$ cat src/rtl/layer_ser_pkg.sv
// Shared types for the layer serializer: shifter state and index-width helper.
package layer_ser_pkg;

  typedef enum logic {
    IDLE  = 1'b0,
    SHIFT = 1'b1
  } ser_state_t;

  // Index width for an NN-element vector; never narrower than one bit.
  function automatic int idx_w(input int nn);
    return (nn > 1) ? $clog2(nn) : 1;
  endfunction

endpackage

$ cat src/rtl/layer_serializer_if.sv
// Parallel-in / serial-out bus of the layer serializer.
interface layer_serializer_if #(
  parameter int NN        = 10,
  parameter int dataWidth = 16
);
  logic [NN-1:0]           i_valid;
  logic [NN*dataWidth-1:0] i_data;
  logic                    o_valid;
  logic [dataWidth-1:0]    o_data;
  logic                    o_last;
  logic                    busy;
  logic                    overrun;

  // master: upstream layer / stimulus side; slave: the serializer
  modport master (
    output i_valid, i_data,
    input  o_valid, o_data, o_last, busy, overrun
  );
  modport slave (
    input  i_valid, i_data,
    output o_valid, o_data, o_last, busy, overrun
  );
endinterface

$ cat src/rtl/layer_ser_collect.sv
// Masked per-element collect stage with optional shadow vector.
// Optional feature: LAYER_SER_SHADOW_EN adds one shadow vector register.
module layer_ser_collect #(
  parameter int NN        = 10,
  parameter int dataWidth = 16
) (
  input  logic                            clk,
  input  logic                            rst,
  input  logic [NN-1:0]                   i_valid,
  input  logic [NN-1:0][dataWidth-1:0]    i_data,
  input  logic                            i_vec_take,
  output logic                            o_vec_avail,
  output logic [NN-1:0][dataWidth-1:0]    o_vec_data,
  output logic                            o_drop
);

  logic [NN-1:0][dataWidth-1:0] r_col_data;
  logic [NN-1:0]                r_col_mask;
  logic [NN-1:0][dataWidth-1:0] w_merged;
  logic [NN-1:0]                w_wr;
  logic [NN-1:0]                w_mask_nx;
  logic                         w_col_pend;
  logic                         w_col_full;
  logic                         w_col_clr;

  // A complete vector parked in collect blocks every new strobe.
  assign w_col_pend = &r_col_mask;
  assign w_wr       = w_col_pend ? '0 : i_valid;
  assign w_mask_nx  = r_col_mask | w_wr;
  assign w_col_full = &w_mask_nx;
  assign o_drop     = w_col_pend & (|i_valid);

  always_comb begin
    w_merged = r_col_data;
    for (int k = 0; k < NN; k++)
      if (w_wr[k]) w_merged[k] = i_data[k];
  end

`ifdef LAYER_SER_SHADOW_EN
  logic [NN-1:0][dataWidth-1:0] r_shd_data;
  logic                         r_shd_vld;
  logic                         w_take_shd;
  logic                         w_take_col;
  logic                         w_move;

  // Shadow holds the older vector, so it is always consumed first.
  assign w_take_shd  = i_vec_take & r_shd_vld;
  assign w_take_col  = i_vec_take & ~r_shd_vld;
  assign w_move      = w_col_full & ~w_take_col & (~r_shd_vld | w_take_shd);
  assign w_col_clr   = w_take_col | w_move;
  assign o_vec_avail = r_shd_vld | w_col_full;
  assign o_vec_data  = r_shd_vld ? r_shd_data : w_merged;

  always_ff @(posedge clk or negedge rst) begin
    if (!rst) begin
      r_shd_vld  <= 1'b0;
      r_shd_data <= '0;
    end else begin
      r_shd_vld <= w_move | (r_shd_vld & ~w_take_shd);
      if (w_move) r_shd_data <= w_merged;
    end
  end
`else
  assign w_col_clr   = i_vec_take;
  assign o_vec_avail = w_col_full;
  assign o_vec_data  = w_merged;
`endif

  always_ff @(posedge clk or negedge rst) begin
    if (!rst) begin
      r_col_mask <= '0;
      r_col_data <= '0;
    end else begin
      r_col_mask <= w_col_clr ? '0 : w_mask_nx;
      r_col_data <= w_merged;
    end
  end

endmodule

$ cat src/rtl/layer_serializer.sv
// Parallel-to-serial bridge between neural layers: collects NN results, streams them out.
// Optional feature: LAYER_SER_SHADOW_EN (shadow vector in layer_ser_collect).
module layer_serializer
  import layer_ser_pkg::*;
#(
  parameter int NN        = 10,
  parameter int dataWidth = 16
) (
  input  logic              clk,
  input  logic              rst,
  layer_serializer_if.slave bus
);

  localparam int                 IDX_W    = idx_w(NN);
  localparam logic [IDX_W-1:0]   LAST_IDX = IDX_W'(NN - 1);

  logic [NN-1:0][dataWidth-1:0] w_in_data;
  logic [NN-1:0][dataWidth-1:0] w_vec_data;
  logic                         w_vec_avail;
  logic                         w_take;
  logic                         w_free;
  logic                         w_drop;
  logic [IDX_W-1:0]             w_idx_nx;

  ser_state_t                   r_state;
  logic [IDX_W-1:0]             r_idx;
  logic [NN-1:0][dataWidth-1:0] r_sh_data;
  logic                         r_o_valid;
  logic [dataWidth-1:0]         r_o_data;
  logic                         r_o_last;
  logic                         r_overrun;

  assign w_in_data = bus.i_data;

  layer_ser_collect #(
    .NN        (NN),
    .dataWidth (dataWidth)
  ) u_collect (
    .clk         (clk),
    .rst         (rst),
    .i_valid     (bus.i_valid),
    .i_data      (w_in_data),
    .i_vec_take  (w_take),
    .o_vec_avail (w_vec_avail),
    .o_vec_data  (w_vec_data),
    .o_drop      (w_drop)
  );

  // Shifter accepts a new vector when idle or while emitting its last element.
  assign w_free   = (r_state == IDLE) | (r_idx == LAST_IDX);
  assign w_take   = w_free & w_vec_avail;
  assign w_idx_nx = r_idx + 1'b1;

  always_ff @(posedge clk or negedge rst) begin
    if (!rst) begin
      r_state   <= IDLE;
      r_idx     <= '0;
      r_sh_data <= '0;
      r_o_valid <= 1'b0;
      r_o_data  <= '0;
      r_o_last  <= 1'b0;
      r_overrun <= 1'b0;
    end else begin
      r_overrun <= r_overrun | w_drop;
      if (w_take) begin
        r_state   <= SHIFT;
        r_idx     <= '0;
        r_sh_data <= w_vec_data;
        r_o_valid <= 1'b1;
        r_o_data  <= w_vec_data[0];
        r_o_last  <= 1'b0;
      end else if (r_state == SHIFT && !w_free) begin
        r_idx     <= w_idx_nx;
        r_o_data  <= r_sh_data[w_idx_nx];
        r_o_last  <= (w_idx_nx == LAST_IDX);
      end else begin
        r_state   <= IDLE;
        r_idx     <= '0;
        r_o_valid <= 1'b0;
        r_o_data  <= '0;
        r_o_last  <= 1'b0;
      end
    end
  end

  assign bus.o_valid = r_o_valid;
  assign bus.o_data  = r_o_data;
  assign bus.o_last  = r_o_last;
  assign bus.busy    = (r_state == SHIFT);
  assign bus.overrun = r_overrun;

endmodule

$ cat src/flat_wrapper.sv
// flat-port wrapper written by rule: the top's interface ports become plain ports
module layer_serializer_flat import layer_ser_pkg::*;
#(
  parameter int NN        = 10,
  parameter int dataWidth = 16
)
  (clk, rst, bus_i_valid, bus_i_data, bus_o_valid, bus_o_data, bus_o_last, bus_busy, bus_overrun);
  layer_serializer_if #(.NN(NN), .dataWidth(dataWidth)) bus_i ();
  input  logic clk;
  input  logic rst;
  input wire logic [$bits(bus_i.i_valid)-1:0] bus_i_valid;
  input wire logic [$bits(bus_i.i_data)-1:0] bus_i_data;
  output wire logic [$bits(bus_i.o_valid)-1:0] bus_o_valid;
  output wire logic [$bits(bus_i.o_data)-1:0] bus_o_data;
  output wire logic [$bits(bus_i.o_last)-1:0] bus_o_last;
  output wire logic [$bits(bus_i.busy)-1:0] bus_busy;
  output wire logic [$bits(bus_i.overrun)-1:0] bus_overrun;
  assign bus_i.i_valid = bus_i_valid;
  assign bus_i.i_data = bus_i_data;
  assign bus_o_valid = bus_i.o_valid;
  assign bus_o_data = bus_i.o_data;
  assign bus_o_last = bus_i.o_last;
  assign bus_busy = bus_i.busy;
  assign bus_overrun = bus_i.overrun;
  layer_serializer #(.NN(NN), .dataWidth(dataWidth)) u_core (.clk(clk), .rst(rst), .bus(bus_i));
endmodule
$ cat config.mk
export PLATFORM = sky130hd
export DESIGN_NAME = layer_serializer_flat
export DESIGN_NICKNAME = d
export VERILOG_FILES = /design/src/rtl/layer_ser_pkg.sv /design/src/rtl/layer_serializer_if.sv /design/src/rtl/layer_ser_collect.sv /design/src/rtl/layer_serializer.sv /design/src/flat_wrapper.sv
export SDC_FILE = /design/constraint.sdc
export NUM_CORES = 1
export LEC_CHECK = 0
export ABC_AREA = 0
export BUFFER_PORTS_ARGS = -buffer_cell sky130_fd_sc_hd__buf_2
export CORE_MARGIN = 1.5
export CORE_UTILIZATION = 50
export DETAILED_ROUTE_END_ITERATION = 8
export PLACE_DENSITY = 0.77
export SETUP_SLACK_MARGIN = 0.1
export SYNTH_ARGS = -nofsm -noshare
export SYNTH_HDL_FRONTEND = slang
export SYNTH_HIERARCHICAL = 1
export SYNTH_SLANG_ARGS = --single-unit
export TNS_END_PERCENT = 100
$ cat constraint.sdc
create_clock -name clk -period 2.69 [get_ports clk]
set_input_delay 0.807 -clock clk [delete_from_list [all_inputs] [get_ports clk]]
set_output_delay 0.807 -clock clk [all_outputs]
set_load 0.005 [all_outputs]
==> results.sh <==
export IMPL_critical_path_required_ns=3.08
export IMPL_portBuffers=191
export IMPL_initial_core_util_pct=51.1
export IMPL_final_layout_size_suffix_gt1_share_pct=56.0
export IMPL_report_final_setup_viol=0
export IMPL_p_clk_share_pct=19.1
export IMPL_cts_buffers=37
export IMPL_die_height_um=178
export IMPL_ctsHoldBuffers=0
export IMPL_number_of_vias_per_cell_after_detailed_routing=5.28
export IMPL_power_frac_comb_pct=46.9
export IMPL_cell_internal_power_dissipation_mw=18.2
export IMPL_seq_power_share_pct=34.0
export IMPL_fin_crit_ns=2.46
export IMPL_clock_sinks=353
export IMPL_grt_overflow_total=0
export IMPL_worst_reg_to_reg_setup_slack_ns=0.23
export IMPL_cpMostUsedCell="sky130_fd_sc_hd__mux2_2"
export IMPL_worst_path_max_delay_cell="sky130_fd_sc_hd__o31ai_4"
export IMPL_num_vias=8310
export IMPL_max_vdd_ir_drop_v=0.000708
export IMPL_root_buffer="sky130_fd_sc_hd__clkbuf_16"
export IMPL_htree_levels=2
export IMPL_status="complete, no violations"
export IMPL_ys_ff_latch=353
export IMPL_finalHoldViolations=0
export IMPL_worst_slew_margin_rel_pct=39.1
export IMPL_tritoncts="done"
export IMPL_routed_wl_um=32000
export IMPL_route_antenna_remaining_nets=0
export IMPL_ff_to_ff_end="u_core/r_sh_data[130]$_DFFE_PN0P_"
export IMPL_post_route_cell_area_um2=18200
export IMPL_drt_drc_violations_left=0
export IMPL_grt_antenna_before_repair=0
export IMPL_globalRouteTotalUtil_pct=20.6
export IMPL_worst_setup_path_end_kind="register"
export IMPL_pin_count_of_the_biggest_net_entering_global_routing=61
export IMPL_io_pins=192
export IMPL_firstDrtPassIters=4
export IMPL_mostFrequentLayoutCells="sky130_fd_sc_hd__dfrtp_1, sky130_fd_sc_hd__mux2_2, sky130_fd_sc_hd__buf_2"
export IMPL_place_area_um2=16900
export IMPL_design_die_area_um2=31600
export IMPL_post_cts_resized=0
export IMPL_critPathArrivalTime_ns=2.85
export IMPL_fillCellCount=2223
export IMPL_r2r_worst_path_cells=4
export IMPL_crit_fanout=16
export IMPL_p_leak_nw=8.30
export IMPL_area_growth_synth_to_final_pct=19.3
export IMPL_post_route_period_util_pct=91.4
export IMPL_postSynthNetCount=1093
export IMPL_leading_cell_type_in_the_layout_fill_and_taps_excluded="sky130_fd_sc_hd__dfrtp_1"
export IMPL_globalplace_congestion=0.839
export IMPL_power_density_nw_per_um2=1490
export IMPL_timing_critical_path_slowest_cell_delay_ns=0.86
export IMPL_yosysWarnings=6
export IMPL_setup_worst_path_class="reg -> reg"
export IMPL_final_net_count=1329
export IMPL_critical_path_reg2reg_startpoint="u_core/u_collect/r_col_mask[4]$_DFF_PN0_"
export IMPL_maxCapViolCount=0
export IMPL_grt_pass1_wl_um=49300
export IMPL_placement_rows=63
export IMPL_seq_area_frac_synth_pct=57.8
export IMPL_skew_ns=0.0185
export IMPL_grt_setup_unrepaired="no"
export IMPL_core_area_um2=29900
export IMPL_startpoint_type_of_the_worst_setup_path="register"
export IMPL_clkLatencyLatePin_ns=0.52
export IMPL_syn_avg_cell_area_um2=16.6
export IMPL_n_antenna_cell=0
export IMPL_synth_cell_types=41
export IMPL_timing_critical_path_cells="nand4_1, o31ai_4, mux2_2, mux2_2"
export IMPL_die_width_um=178
export IMPL_clkSlewWorstSetupHoldPaths_ns=0.06
export IMPL_timing_hold_worst_class="in -> async"
export IMPL_cts_buffer_depth=3
export IMPL_switching_share_pct=33.0
export IMPL_tightestPinTransition_ns=0.914
export IMPL_1st_iter_drt_viols=472
export IMPL_number_of_global_route_vias_before_repair=8620
export IMPL_path_buf_inv=0
export IMPL_worstSetupStartpoint="u_core/u_collect/r_col_mask[4]$_DFF_PN0_"
export IMPL_fin_setup_tns_ns=0
export IMPL_synthCells=918
export IMPL_place_detailed_hpwl_um=23300
export IMPL_final_max_slew_violation_count=0
export IMPL_cpLargestDelayFamily="compound AO/OA/AOI/OAI gates"
export IMPL_power_net_switching_mw=8.99
export IMPL_wire_per_inst_um=20.4
export IMPL_maxClockFrequency_mhz=407
export IMPL_synth_area_um2=15300
[area by class of cell]
type	instances	area, µm²	share of cell area, %
clock buffer	52	1080	5.94
clock inverter	16	193	1.06
inverter	2	7.51	0.0412
multi-input combinational	513	5990	32.9
sequential	353	8830	48.5
tap	390	488	2.68
timing repair buffer	247	1640	8.98
[repair_timing]
item                                    CTS  global route
endpoints found under the setup margin    0            13
hold endpoints to repair                  0             0
setup buffers                             0             1
[layer usage]
metal  global-route usage [%]  part of all wire, %  up-vias
met5                        0                    0        -
met4                     5.60                  2.1        0
met3                     3.23                  4.2       48
met2                     30.7                   44      194
met1                     31.3                   49     4248
li1                         -                    -     3820
[worst reg2reg max path: cells and delay by family (launching register included)]
| family | cells | cell delay [ns] |
|---|---|---|
| flops | 1 | 0.39 |
| compound gates | 1 | 0.86 |
| mux | 2 | 0.74 |
| simple gates | 1 | 0.35 |
[synth_stat cells (all sizes together)]
cell	instances	area share [%]
dfrtp	353	58
mux2	336	27
mux2i	64	4.2
buf	48	3.0
nor2	38	0.93
a221o	16	1.0
mux4	16	2.5
o31ai	10	1.3
ha	3	0.25
or4	3	0.15
a31oi	2	0.082
and3	2	0.082
clkbuf	2	0.049
inv	2	0.049
nand2	2	0.066
nand2b	2	0.082
nand4	2	0.12
nor4	2	0.082
o22ai	2	0.082
and2	1	0.041
and4	1	0.057
and4b	1	0.066
nand3	1	0.033
nand3b	1	0.13
nor2b	1	0.041
nor3	1	0.033
nor4b	1	0.16
o21ai	1	0.033
or2	1	0.041
or3	1	0.041
xnor2	1	0.057
xor2	1	0.11
[power by group through the flow]
stage,sequential (mW),clock (mW),combinational [mW]
6_report,9.25,5.20,12.8
2_1_floorplan,8.89,0,9.83
4_1_cts,9.25,5.30,12.8
3_3_place_gp,9.17,0,12.4
5_1_grt,9.52,5.55,13.6
3_5_place_dp,9.31,0,12.7
[worst max path at each step]
stage | end | cells after the start
5_1_grt | u_core/bus.o_data[2]$_DFF_PN0_ | 7
4_1_cts | u_core/bus.o_data[15]$_DFF_PN0_ | 4
3_3_place_gp | u_core/r_sh_data[78]$_DFFE_PN0P_ | 8
6_report | u_core/r_sh_data[130]$_DFFE_PN0P_ | 4
2_1_floorplan | u_core/r_sh_data[100]$_DFFE_PN0P_ | 8
3_5_place_dp | u_core/r_sh_data[78]$_DFFE_PN0P_ | 8
[cells by family after synthesis]
kind of cell | Yosys count | share of synthesized area (%)
compound gates | 31 | 2.58
flops | 353 | 57.8
mux | 416 | 33.9
buf+inv | 52 | 3.12
fa+ha+maj | 3 | 0.246
simple gates | 61 | 2.15
xor+xnor | 2 | 0.164
[through the flow]
| stage | hold slack (ns) | worst slack, ns | utilization [%] | cells | power [mW] |
|---|---|---|---|---|---|
| after global placement | 0.444 | -0.0668 | 56.7 | 1504 | 21.6 |
| after global routing | 0.250 | 0.131 | 61.0 | 1573 | 28.6 |
| after CTS | 0.242 | 0.176 | 60.9 | 1572 | 27.4 |
| after floorplan | 0.457 | 0.169 | - | 918 | 18.7 |
| after detailed placement | 0.449 | -0.0904 | 56.7 | 1504 | 22.0 |
| final | 0.234 | 0.230 | 61.0 | 1573 | 27.2 |
[flip-flops by register name, indices dropped and copies added (netlist names)]
register	flops
u_core/r_idx	4
u_core/r_sh_data	160
u_core/bus.o_valid	1
u_core/bus.overrun	1
u_core/u_collect/r_col_mask	10
u_core/bus.o_last	1
u_core/u_collect/r_col_data	160
u_core/bus.o_data	16
(Power assumes the default switching activity.)
